**config.mk**
```make
export PLATFORM = sky130hd
export DESIGN_NAME = pixel_sram_writer_flat
export DESIGN_NICKNAME = d
export VERILOG_FILES = /design/src/rtl/pixel_sram_writer_if.sv /design/src/rtl/pixel_sram_writer.sv /design/src/flat_wrapper.sv
export SDC_FILE = /design/constraint.sdc
export NUM_CORES = 1
export LEC_CHECK = 0
export CAP_MARGIN = 20
export CORE_MARGIN = 2
export CORE_UTILIZATION = 50
export DETAILED_ROUTE_END_ITERATION = 8
export PLACE_DENSITY = 0.72
export SYNTH_ARGS = -nofsm -noshare
export SYNTH_HDL_FRONTEND = slang
export SYNTH_SLANG_ARGS = --single-unit
```
**constraint.sdc**
```tcl
create_clock -name pclk -period 5.55 [get_ports pclk]
set_input_delay 0.8325 -clock pclk [delete_from_list [all_inputs] [get_ports pclk]]
set_output_delay 0.8325 -clock pclk [all_outputs]
set_load 0.005 [all_outputs]
```
**src/rtl/pixel_sram_writer_if.sv**
```systemverilog
// Pixel/SRAM bus bundle for pixel_sram_writer.
//   vsync, pix_valid, pix_data : committed pixel stream from the camera side
//   sram_addr .. sram_bheb     : async SRAM write port (controls active low)
//   busy, frame_done, ovf      : writer status
// The writer connects through the slave modport; the pixel source and SRAM
// side (or a bench) use the master modport.
interface pixel_sram_writer_if #(
  parameter int ADDR_W = 16
);
  logic              vsync;
  logic              pix_valid;
  logic [11:0]       pix_data;
  logic [ADDR_W-1:0] sram_addr;
  logic [15:0]       sram_dq;
  logic              sram_ceb;
  logic              sram_web;
  logic              sram_oeb;
  logic              sram_bleb;
  logic              sram_bheb;
  logic              busy;
  logic              frame_done;
  logic              ovf;

  modport master (
    output vsync, pix_valid, pix_data,
    input  sram_addr, sram_dq, sram_ceb, sram_web, sram_oeb, sram_bleb, sram_bheb,
    input  busy, frame_done, ovf
  );

  modport slave (
    input  vsync, pix_valid, pix_data,
    output sram_addr, sram_dq, sram_ceb, sram_web, sram_oeb, sram_bleb, sram_bheb,
    output busy, frame_done, ovf
  );
endinterface

```
**src/rtl/pixel_sram_writer.sv**
```systemverilog
// pixel_sram_writer
// Buffers committed RGB444 pixels in a small FIFO and writes each one into an
// async 16-bit SRAM at a linearly incrementing frame address, using a fixed
// 3-cycle write (SETUP, STROBE, RECOVER). Flags frame completion and overflow.
// Ports:
//   pclk : pixel clock, all logic on the rising edge
//   resb : asynchronous active-low reset
//   bus  : pixel input, SRAM write port and status (pixel_sram_writer_if.slave)
module pixel_sram_writer #(
  parameter int ADDR_W       = 16,
  parameter int FIFO_DEPTH   = 4,
  parameter int FRAME_PIXELS = 19200
) (
  input  logic                 pclk,
  input  logic                 resb,
  pixel_sram_writer_if.slave   bus
);

  localparam int PTR_W = $clog2(FIFO_DEPTH);
  localparam int CNT_W = PTR_W + 1;
  localparam logic [CNT_W-1:0] FULL_COUNT    = CNT_W'(FIFO_DEPTH);
  localparam logic [ADDR_W:0]  FRAME_END_INC = (ADDR_W + 1)'(FRAME_PIXELS);

  // The address must never wrap inside a frame.
  if (FRAME_PIXELS > (2 ** ADDR_W)) begin : g_bad_frame
    $error("FRAME_PIXELS exceeds the SRAM address space");
  end
  if ((FIFO_DEPTH < 2) || ((FIFO_DEPTH & (FIFO_DEPTH - 1)) != 0)) begin : g_bad_depth
    $error("FIFO_DEPTH must be a power of two and at least 2");
  end

  typedef enum logic [1:0] {IDLE, SETUP, STROBE, RECOVER} state_t;

  state_t            state_reg;
  logic              vsync_prev_reg;
  logic              abort_reg;      // vsync edge seen during SETUP/STROBE
  logic [ADDR_W-1:0] addr_reg;
  logic [11:0]       fifo_mem [FIFO_DEPTH];
  logic [PTR_W-1:0]  wr_ptr_reg;
  logic [PTR_W-1:0]  rd_ptr_reg;
  logic [CNT_W-1:0]  count_reg;
  logic [ADDR_W-1:0] sram_addr_reg;
  logic [15:0]       sram_dq_reg;
  logic              ceb_reg;
  logic              web_reg;
  logic              byte_en_b_reg;  // shared by both byte lanes
  logic              frame_done_reg;
  logic              ovf_reg;

  logic              vsync_edge;
  logic              fifo_empty;
  logic              fifo_full;
  logic              accept_ok;
  logic              push;
  logic              drop_full;
  logic [ADDR_W:0]   addr_inc;
  logic              write_done;
  logic              frame_end;
  logic              can_pop;
  logic              pop;
  logic [11:0]       fifo_head;

  assign vsync_edge = bus.vsync & ~vsync_prev_reg;
  assign fifo_empty = (count_reg == '0);
  assign fifo_full  = (count_reg == FULL_COUNT);
  // A pixel coinciding with a frame start or arriving after frame completion
  // is discarded without counting as an overflow.
  assign accept_ok  = bus.pix_valid & ~frame_done_reg & ~vsync_edge;
  assign push       = accept_ok & ~fifo_full;
  assign drop_full  = accept_ok & fifo_full;
  // One extra bit so the frame-end compare works even when FRAME_PIXELS fills
  // the whole address space.
  assign addr_inc   = {1'b0, addr_reg} + 1'b1;
  // A write only counts when it finished without a frame restart.
  assign write_done = (state_reg == RECOVER) & ~abort_reg & ~vsync_edge;
  assign frame_end  = write_done & (addr_inc == FRAME_END_INC);
  assign can_pop    = ~fifo_empty & ~frame_done_reg & ~vsync_edge;
  assign pop        = ((state_reg == IDLE) & can_pop) | (write_done & ~frame_end & can_pop);
  assign fifo_head  = fifo_mem[rd_ptr_reg];

  always_ff @(posedge pclk) begin
    if (push) begin
      fifo_mem[wr_ptr_reg] <= bus.pix_data;
    end
  end

  always_ff @(posedge pclk or negedge resb) begin
    if (!resb) begin
      state_reg      <= IDLE;
      vsync_prev_reg <= 1'b0;
      abort_reg      <= 1'b0;
      addr_reg       <= '0;
      wr_ptr_reg     <= '0;
      rd_ptr_reg     <= '0;
      count_reg      <= '0;
      sram_addr_reg  <= '0;
      sram_dq_reg    <= '0;
      ceb_reg        <= 1'b1;
      web_reg        <= 1'b1;
      byte_en_b_reg  <= 1'b1;
      frame_done_reg <= 1'b0;
      ovf_reg        <= 1'b0;
    end else begin
      vsync_prev_reg <= bus.vsync;

      // Leftover pixels are discarded both at a frame restart and once the
      // frame is full, so busy falls back to 0 after the last write.
      if (vsync_edge || frame_end) begin
        wr_ptr_reg <= '0;
        rd_ptr_reg <= '0;
        count_reg  <= '0;
      end else begin
        if (push) wr_ptr_reg <= wr_ptr_reg + 1'b1;
        if (pop)  rd_ptr_reg <= rd_ptr_reg + 1'b1;
        count_reg <= count_reg + CNT_W'(push) - CNT_W'(pop);
      end

      if (vsync_edge)     ovf_reg <= 1'b0;
      else if (drop_full) ovf_reg <= 1'b1;

      if (vsync_edge)     frame_done_reg <= 1'b0;
      else if (frame_end) frame_done_reg <= 1'b1;

      if (vsync_edge)      addr_reg <= '0;
      else if (write_done) addr_reg <= addr_inc[ADDR_W-1:0];

      case (state_reg)
        IDLE: begin
          if (pop) begin
            state_reg     <= SETUP;
            sram_addr_reg <= addr_reg;
            sram_dq_reg   <= {4'h0, fifo_head};
            ceb_reg       <= 1'b0;
            byte_en_b_reg <= 1'b0;
            web_reg       <= 1'b1;
          end
        end
        SETUP: begin
          state_reg <= STROBE;
          web_reg   <= 1'b0;
          if (vsync_edge) abort_reg <= 1'b1;
        end
        STROBE: begin
          // The strobe always runs its full cycle, even on a frame restart.
          state_reg <= RECOVER;
          web_reg   <= 1'b1;
          if (vsync_edge) abort_reg <= 1'b1;
        end
        RECOVER: begin
          abort_reg <= 1'b0;
          if (pop) begin
            state_reg     <= SETUP;
            sram_addr_reg <= addr_inc[ADDR_W-1:0];
            sram_dq_reg   <= {4'h0, fifo_head};
          end else begin
            state_reg     <= IDLE;
            ceb_reg       <= 1'b1;
            byte_en_b_reg <= 1'b1;
          end
        end
        default: begin
          state_reg <= IDLE;
        end
      endcase
    end
  end

  assign bus.sram_addr  = sram_addr_reg;
  assign bus.sram_dq    = sram_dq_reg;
  assign bus.sram_ceb   = ceb_reg;
  assign bus.sram_web   = web_reg;
  assign bus.sram_oeb   = 1'b1;
  assign bus.sram_bleb  = byte_en_b_reg;
  assign bus.sram_bheb  = byte_en_b_reg;
  assign bus.busy       = (state_reg != IDLE) | ~fifo_empty;
  assign bus.frame_done = frame_done_reg;
  assign bus.ovf        = ovf_reg;

endmodule
```
**src/flat_wrapper.sv**
```systemverilog
// flat-port wrapper written by rule: the top's interface ports become plain ports
module pixel_sram_writer_flat 
#(
  parameter int ADDR_W       = 16,
  parameter int FIFO_DEPTH   = 4,
  parameter int FRAME_PIXELS = 19200
)
  (pclk, resb, bus_vsync, bus_pix_valid, bus_pix_data, bus_sram_addr, bus_sram_dq, bus_sram_ceb, bus_sram_web, bus_sram_oeb, bus_sram_bleb, bus_sram_bheb, bus_busy, bus_frame_done, bus_ovf);
  pixel_sram_writer_if #(.ADDR_W(ADDR_W)) bus_i ();
  input  logic pclk;
  input  logic resb;
  input wire logic [$bits(bus_i.vsync)-1:0] bus_vsync;
  input wire logic [$bits(bus_i.pix_valid)-1:0] bus_pix_valid;
  input wire logic [$bits(bus_i.pix_data)-1:0] bus_pix_data;
  output wire logic [$bits(bus_i.sram_addr)-1:0] bus_sram_addr;
  output wire logic [$bits(bus_i.sram_dq)-1:0] bus_sram_dq;
  output wire logic [$bits(bus_i.sram_ceb)-1:0] bus_sram_ceb;
  output wire logic [$bits(bus_i.sram_web)-1:0] bus_sram_web;
  output wire logic [$bits(bus_i.sram_oeb)-1:0] bus_sram_oeb;
  output wire logic [$bits(bus_i.sram_bleb)-1:0] bus_sram_bleb;
  output wire logic [$bits(bus_i.sram_bheb)-1:0] bus_sram_bheb;
  output wire logic [$bits(bus_i.busy)-1:0] bus_busy;
  output wire logic [$bits(bus_i.frame_done)-1:0] bus_frame_done;
  output wire logic [$bits(bus_i.ovf)-1:0] bus_ovf;
  assign bus_i.vsync = bus_vsync;
  assign bus_i.pix_valid = bus_pix_valid;
  assign bus_i.pix_data = bus_pix_data;
  assign bus_sram_addr = bus_i.sram_addr;
  assign bus_sram_dq = bus_i.sram_dq;
  assign bus_sram_ceb = bus_i.sram_ceb;
  assign bus_sram_web = bus_i.sram_web;
  assign bus_sram_oeb = bus_i.sram_oeb;
  assign bus_sram_bleb = bus_i.sram_bleb;
  assign bus_sram_bheb = bus_i.sram_bheb;
  assign bus_busy = bus_i.busy;
  assign bus_frame_done = bus_i.frame_done;
  assign bus_ovf = bus_i.ovf;
  pixel_sram_writer #(.ADDR_W(ADDR_W), .FIFO_DEPTH(FIFO_DEPTH), .FRAME_PIXELS(FRAME_PIXELS)) u_core (.pclk(pclk), .resb(resb), .bus(bus_i));
endmodule
```
==> results of run 1 <==
==> worst max-delay path, stage by stage (launching register included) <==
cell and delay, ns:
dfrtp_1 0.56, ha_1 0.31, nand3_1 0.23, nor3_2 0.44, o211a_1 0.21, o21ai_1 0.14
o31ai_4 0.37, xnor2_1 0.17, ha_1 0.16, inv_1 0.04, fa_1 0.37, xor2_1 0.17
xnor2_1 0.14, nor2_1 0.05
==> stage by stage <==
step | setup slack, ns | std cells | area [um^2]
3_3_place_gp | 1.97 | 541 | 5650
2_1_floorplan | 2.50 | 384 | 5130
3_5_place_dp | 1.87 | 541 | 5650
4_1_cts | 1.89 | 557 | 5870
5_1_grt | 1.83 | 559 | 5890
6_report | 2.08 | 559 | 5890
==> power by group <==
part           internal (uW)  switching [uW]
Combinational            497             389
Clock                    226             290
Sequential               990             140
Total                   1710             819
==> worst max path at each step <==
stage	startpoint	slack, ns	to	cells after the start
3_3_place_gp	bus_vsync	1.97	u_core.count_reg[2]$_DFF_PN0_	10
3_5_place_dp	bus_vsync	1.87	u_core.count_reg[2]$_DFF_PN0_	10
2_1_floorplan	u_core.addr_reg[0]$_DFFE_PN0P_	2.50	u_core.count_reg[2]$_DFF_PN0_	13
4_1_cts	u_core.addr_reg[0]$_DFFE_PN0P_	1.89	u_core.bus.sram_addr[5]$_DFFE_PN0P_	8
6_report	u_core.addr_reg[0]$_DFFE_PN0P_	2.08	u_core.count_reg[2]$_DFF_PN0_	13
5_1_grt	u_core.addr_reg[0]$_DFFE_PN0P_	1.83	u_core.count_reg[2]$_DFF_PN0_	13
==> synth_stat cells, types with 3 or more instances <==
| cell type | count |
|---|---|
| nand2_1 | 25 |
| o21ai_0 | 6 |
| edfxtp_1 | 48 |
| nand4_1 | 11 |
| clkbuf_1 | 9 |
| and2_1 | 4 |
| buf_4 | 8 |
| buf_1 | 3 |
| and3_1 | 3 |
| xor2_1 | 15 |
| ha_1 | 11 |
| buf_2 | 6 |
| mux2i_1 | 3 |
| nor3_1 | 4 |
| xnor2_1 | 23 |
| nor2_1 | 33 |
| inv_1 | 11 |
| mux4_2 | 12 |
| mux2_2 | 7 |
| nand2b_1 | 6 |
| dfrtp_1 | 57 |
| a21oi_1 | 6 |
| mux2_4 | 20 |
| nand3_1 | 9 |
==> layout by cell type, fill, tap and decap left out, drive strengths merged, types with 3 or more instances in the layout <==
master          n
a21oi           7
and2            4
and3            3
buf             4
clkbuf         10
clkdlybuf4s50  49
conb            5
dfrtp          57
edfxtp         48
ha             11
inv            15
mux2           29
mux2i           3
mux4           12
nand2          25
nand2b          6
nand3           9
nand4          12
nor2           34
nor3            5
o21ai           7
or3             3
xnor2          23
xor2           15
==> layer usage <==
layer	up-vias	track usage, %
met1	1457	25.4
li1	1418	-
met3	9	2.81
met5	-	0
met4	0	6.67
met2	68	25.2
==> final cells by class <==
class / instances / area [um^2]
fillers: 757 / 3980
flip-flops and latches: 107 / 2920
multi-input cells: 238 / 2010
repair buffers: 54 / 527
well taps: 133 / 166
clock buffers: 9 / 124
clock inverters: 7 / 100
inverters: 11 / 41.3
==> kinds of logic (layout without fill, tap and decap cells) <==
kind of cell | Yosys count | after routing
muxes | 44 | 44
AOI/OAI and AO/OA | 28 | 28
other | 2 | 5
buffers and inverters | 39 | 81
adders and majority gates | 12 | 12
xor gates and xnor gates | 38 | 38
and+or+nand+nor | 111 | 111
DFF | 107 | 107
==> results by group, run 1 <==
Placed design
  • PortBufs: 50
  • GPL Wtd Cong: 0.872
  • Dpl hpwl: 5.67 mm

Floorplanning
  • I/O pin count: 56
  • Initial Util: 51.9%
  • Die width: 105 um
  • Core Area: 9860 um^2
  • Die height: 105 um
  • Cell row count: 36
  • Die Footprint: 11100 um^2

Timing
  • Fin crit period: 3.47 ns
  • Final hold slack: 0.496 ns
  • Final TNS setup: 0 ns
  • Final setup viols: 0
  • Worst-margin pin slew: 0.902 ns
  • Count of final hold-check violations: 0
  • Final Slew Violations: 0
  • Final worst-path cycle share: 62.6%
  • FMAX: 288 MHz
  • RSZ-0062 raised after global routing: no
  • Worst slew margin: 39.8%
  • Layout Skew: 0.0142 ns

Layout
  • Share of cells above drive strength 1: 17.1%
  • Layout area overhead: 15.1%
  • Antenna cell count: 0
  • Layout Utilization: 59.7%
  • Nets: 449
  • Max reg flops: 48

Min path
  • Worst min-delay path class: flip-flop to flip-flop
  • Min-delay src: u_core.bus.sram_web$_DFFE_PN1P_
  • Worst hold endpoint: u_core.bus.sram_web$_DFFE_PN1P_
  • Worst hold stages: 2

Drt
  • Met3 routed WL: 323 um
  • DRT antenna net count: 0
  • Routed length on met2: 4.05 mm
  • First DRT Iteration DRCs: 244
  • Met1 wire length: 4.31 mm
  • Max Used Layer: met4
  • Via count: 2952
  • Drt first pass iters: 4
  • WL final: 8.81 mm
  • # DRC: 0
  • Routed len/inst: 15.8 um
  • Vias per inst: 5.28

GRT
  • GRT Overall Usage: 17.1%
  • Via count of the first global-routing pass: 2892
  • GRT overflow: 0
  • Antenna violations before repair: 0
  • Global-route wire length before repair: 14.8 mm
  • Pin count of the biggest net entering global routing: 60

Clocking
  • Bufs on Longest Clock Path: 2
  • Total CTS buffers: 9
  • Root buf cell: clkbuf_8
  • Number of H-tree levels: 3
  • Post-CTS Setup Inserts: 0
  • CTS tree: yes
  • CTS clock-pin slew for the worst setup and hold paths: 0.11 ns
  • Resize count post-CTS: 0
  • Clock Sinks: 107
  • Insertion delay to the later sink of the worst-skew pair: 0.37 ns
  • CTS hold repair buffers: 0

Run status
  • Run status: finished, final reports clean

Synth
  • Post-Syn Area: 5120 um^2
  • Share of the synthesized area in the top cell type: 28.2%
  • Area contributors post-synth: edfxtp_1 (28%), dfrtp_1 (28%), mux2_4 (5.9%)
  • YS warnings: 0
  • Post-Synth Simple-Gate Area: 11.1%
  • Main combinational cell family by area after synthesis: multiplexers
  • Syn avg cell area: 13.4 um^2
  • Fraction of the mapped netlist area in adder cells: 3.08%
  • Main flop type after synthesis: dfrtp_1
  • Synthesized flop and latch total: 107
  • Synth Area in Compound Gates: 4.48%
  • Number of synthesized flops with an enable pin: 48
  • Cell variety after synth: 54
  • Mux cell area share after synthesis: 13.7%
  • Register area share after synthesis: 57.1%
  • Async SR Flop Fraction: 55.1%
  • Gate Count Post-Synth: 381
  • Xor/xnor cell area share of the yosys netlist: 6.51%
  • Area leader, netlist: edfxtp_1

Setup path
  • Critical R2R Capture: u_core.count_reg[2]$_DFF_PN0_
  • Required time worst endpoint: 5.81 ns
  • Crit end category: flip-flop
  • Startpoint Class: flip-flop
  • FF-to-FF path depth: 13
  • Max FO, Critical Path: 8
  • R2R setup slack: 2.08 ns
  • Worst EP arrival: 3.73 ns
  • Critical path class: flip-flop to flip-flop
  • FF-to-FF Start: u_core.addr_reg[0]$_DFFE_PN0P_

Pwr
  • Pwr Density: 430 nW/um^2
  • Pleak: 0.00231 uW
  • Max VDD drop: 273 uV
  • Overall Power: 2530 uW

Flow run
  • Max-cap violations: 0
No activity file was read; power rests on OpenSTA's default activity.
==> inputs of run 2 (changes only) <==
--- a/config.mk
+++ b/config.mk
@@ -9,7 +9,7 @@
 export CORE_MARGIN = 2
 export CORE_UTILIZATION = 50
 export DETAILED_ROUTE_END_ITERATION = 8
-export PLACE_DENSITY = 0.72
+export PLACE_DENSITY = 0.75
 export SYNTH_ARGS = -nofsm -noshare
 export SYNTH_HDL_FRONTEND = slang
 export SYNTH_SLANG_ARGS = --single-unit
==> constraint.sdc (replaced) <==
create_clock -name pclk -period 2.8 [get_ports pclk]
set_input_delay 0.42 -clock pclk [delete_from_list [all_inputs] [get_ports pclk]]
set_output_delay 0.42 -clock pclk [all_outputs]
set_load 0.005 [all_outputs]
==> results by group, run 2 (synthesized netlist as in run 1, its figures left out) <==
Run status
  • Failing checks: negative setup slack
  • Run status: complete, but fails checks

Floorplanning
  • Die height: 105 um (unchanged)
  • Initial Util: 51.9% (unchanged)
  • I/O pin count: 56 (unchanged)
  • Cell row count: 36 (unchanged)
  • Core Area: 9860 um^2 (unchanged)
  • Die Footprint: 11100 um^2 (unchanged)
  • Die width: 105 um (unchanged)

Layout
  • Layout area overhead: 23.0%
  • Reg area: 2920 um^2 (+0.13%)
  • Most frequent cells in the layout: dfrtp_1 (54), buf_4 (51), clkdlybuf4s50_1 (49)
  • Commonest non-fill, non-tap cell in the layout: dfrtp_1
  • Multi-input gate area: 2030 um^2 (+1.2%)
  • Fillers: 732 (-3.3%)
  • Nets: 498 (+11%)
  • Max reg flops: 48 (unchanged)
  • Share of cells above drive strength 1: 27.2% (+10 points)
  • Antenna cell count: 0 (unchanged)
  • Layout Utilization: 63.8% (+4.1 points)

Clocking
  • CTS clock-pin slew for the worst setup and hold paths: 0.11 ns (about the same)
  • CTS hold repair buffers: 0 (unchanged)
  • CTS tree: yes
  • Clock Sinks: 107 (unchanged)
  • Number of H-tree levels: 3 (unchanged)
  • Total CTS buffers: 9 (unchanged)
  • Insertion delay to the later sink of the worst-skew pair: 0.37 ns (about the same)
  • Root buf cell: clkbuf_8
  • Bufs on Longest Clock Path: 2 (unchanged)

GRT
  • Global-route wire length before repair: 16.5 mm (+12%)
  • GRT Overall Usage: 19.2% (+2.1 points)
  • Antenna violations before repair: 0 (unchanged)
  • GRT overflow: 0 (unchanged)
  • Pin count of the biggest net entering global routing: 40 (-33%)
  • Via count of the first global-routing pass: 3271 (+13%)

Timing
  • FMAX: 347 MHz (+20%)
  • Fin crit period: 2.88 ns (-0.590 ns)
  • Final hold slack: 0.175 ns (-0.321 ns)
  • Layout Skew: 0.0132 ns (-0.00103 ns)
  • Final setup viols: 1 (+1)
  • Worst slew margin: 39.4% (-0.41 points)
  • RSZ-0062 raised after global routing: yes
  • Final Slew Violations: 0 (unchanged)
  • Worst-margin pin slew: 0.910 ns (+0.00706 ns)
  • Count of final hold-check violations: 0 (unchanged)
  • Final TNS setup: -0.0835 ns (-0.0835 ns)
  • Slack of the critical path: -0.0835 ns (-2.16 ns)
  • Final worst-path cycle share: 103% (+40 points)

Min path
  • Worst min-delay path class: input pin to asynchronous set/reset pin

Setup path
  • Startpoint Class: flip-flop
  • Required time worst endpoint: 3.06 ns (-2.75 ns)
  • R2R setup slack: -0.08 ns (-2.16 ns)
  • Crit path from: u_core.addr_reg[1]$_DFFE_PN0P_
  • Critical R2R Capture: u_core.count_reg[2]$_DFF_PN0_
  • Critical path class: flip-flop to flip-flop
  • Worst EP arrival: 3.15 ns (-0.58 ns)
  • FF-to-FF Start: u_core.addr_reg[1]$_DFFE_PN0P_
  • Max FO, Critical Path: 5 (-3)
  • Crit end category: flip-flop
  • FF-to-FF path depth: 12 (-1)

Placed design
  • GPL Wtd Cong: 0.837 (-4.0%)
  • PortBufs: 50 (unchanged)
  • Dpl hpwl: 6.91 mm (+22%)

Drt
  • Via count: 3198 (+8.3%)
  • First DRT Iteration DRCs: 137 (-44%)
  • # DRC: 0 (unchanged)
  • Vias per inst: 5.26 (-0.40%)
  • Drt first pass iters: 4 (unchanged)
  • WL final: 9.73 mm (+10%)
  • Routed len/inst: 16.0 um (+1.5%)
  • DRT antenna net count: 0 (unchanged)

Pwr
  • Pwr Density: 828 nW/um^2 (+92%)
  • Pleak: 0.00255 uW (+10%)
  • Max VDD drop: 581 uV (+110%)

Flow run
  • Max-cap violations: 0 (unchanged)
==> run 2: worst max-delay path by stage <==
stage / endpoint / cells past startpoint
floorplan: u_core.count_reg[2]$_DFF_PN0_ / 13
global placement: u_core.count_reg[2]$_DFF_PN0_ / 12
detailed placement: u_core.count_reg[2]$_DFF_PN0_ / 13
CTS: u_core.count_reg[2]$_DFF_PN0_ / 12
global route: u_core.count_reg[2]$_DFF_PN0_ / 12
finish: u_core.count_reg[2]$_DFF_PN0_ / 12
==> run 2: metal layers <==
layer  vias to the layer above  GRT usage [%]  part of all wire, %
li1                       1512              -                    -
met1                      1607           27.1                   47
met2                        69           30.1                   48
met3                        10           3.37                  3.6
met4                         0           6.48                  1.3
met5                         -              0                    0
==> run 2: report_power, final <==
part	total (uW)	internal, uW	switching, uW
registers	2200	1960	236
logic	2010	1140	870
clock network	1000	438	562
total	5210	3540	1670
==> run 2: area by class of cell <==
cell class | count | area share [%]
sequential | 107 | 46.5
tap | 133 | 2.65
inverter | 11 | 0.656
clock inverter | 7 | 1.49
multi-input combinational | 238 | 32.3
clock buffer | 9 | 1.97
timing repair buffer | 103 | 14.5
==> run 2: per-stage QoR <==
step                      std cells  total power [uW]  instance area (um^2)  setup WS, ns
after detailed placement        589              4210                  6020        -0.147
after floorplan                 384              3470                  5130        -0.151
after global placement          589              4140                  6020       -0.0293
after global routing            608              5530                  6290        -0.273
after CTS                       607              5240                  6270        -0.149
final                           608              5210                  6290       -0.0835
==> run 2: critical path, cell delays in order, from the launching register on <==
cell	delay, ns
dfrtp_2	0.46
nand4_4	0.14
or3_4	0.36
a2111oi_4	0.35
o211ai_2	0.16
o31ai_4	0.23
xnor2_1	0.15
ha_1	0.16
inv_1	0.05
fa_2	0.33
xor2_1	0.16
xnor2_1	0.17
nor2_1	0.06
==> run 2: repair_timing <==
| item | CTS | global route |
|---|---|---|
| setup buffers | 2 | 1 |
| resized for setup | 2 | 4 |
| endpoints found under the setup margin | 1 | 13 |
| cloned | 0 | 0 |
| pin swaps | 2 | 1 |
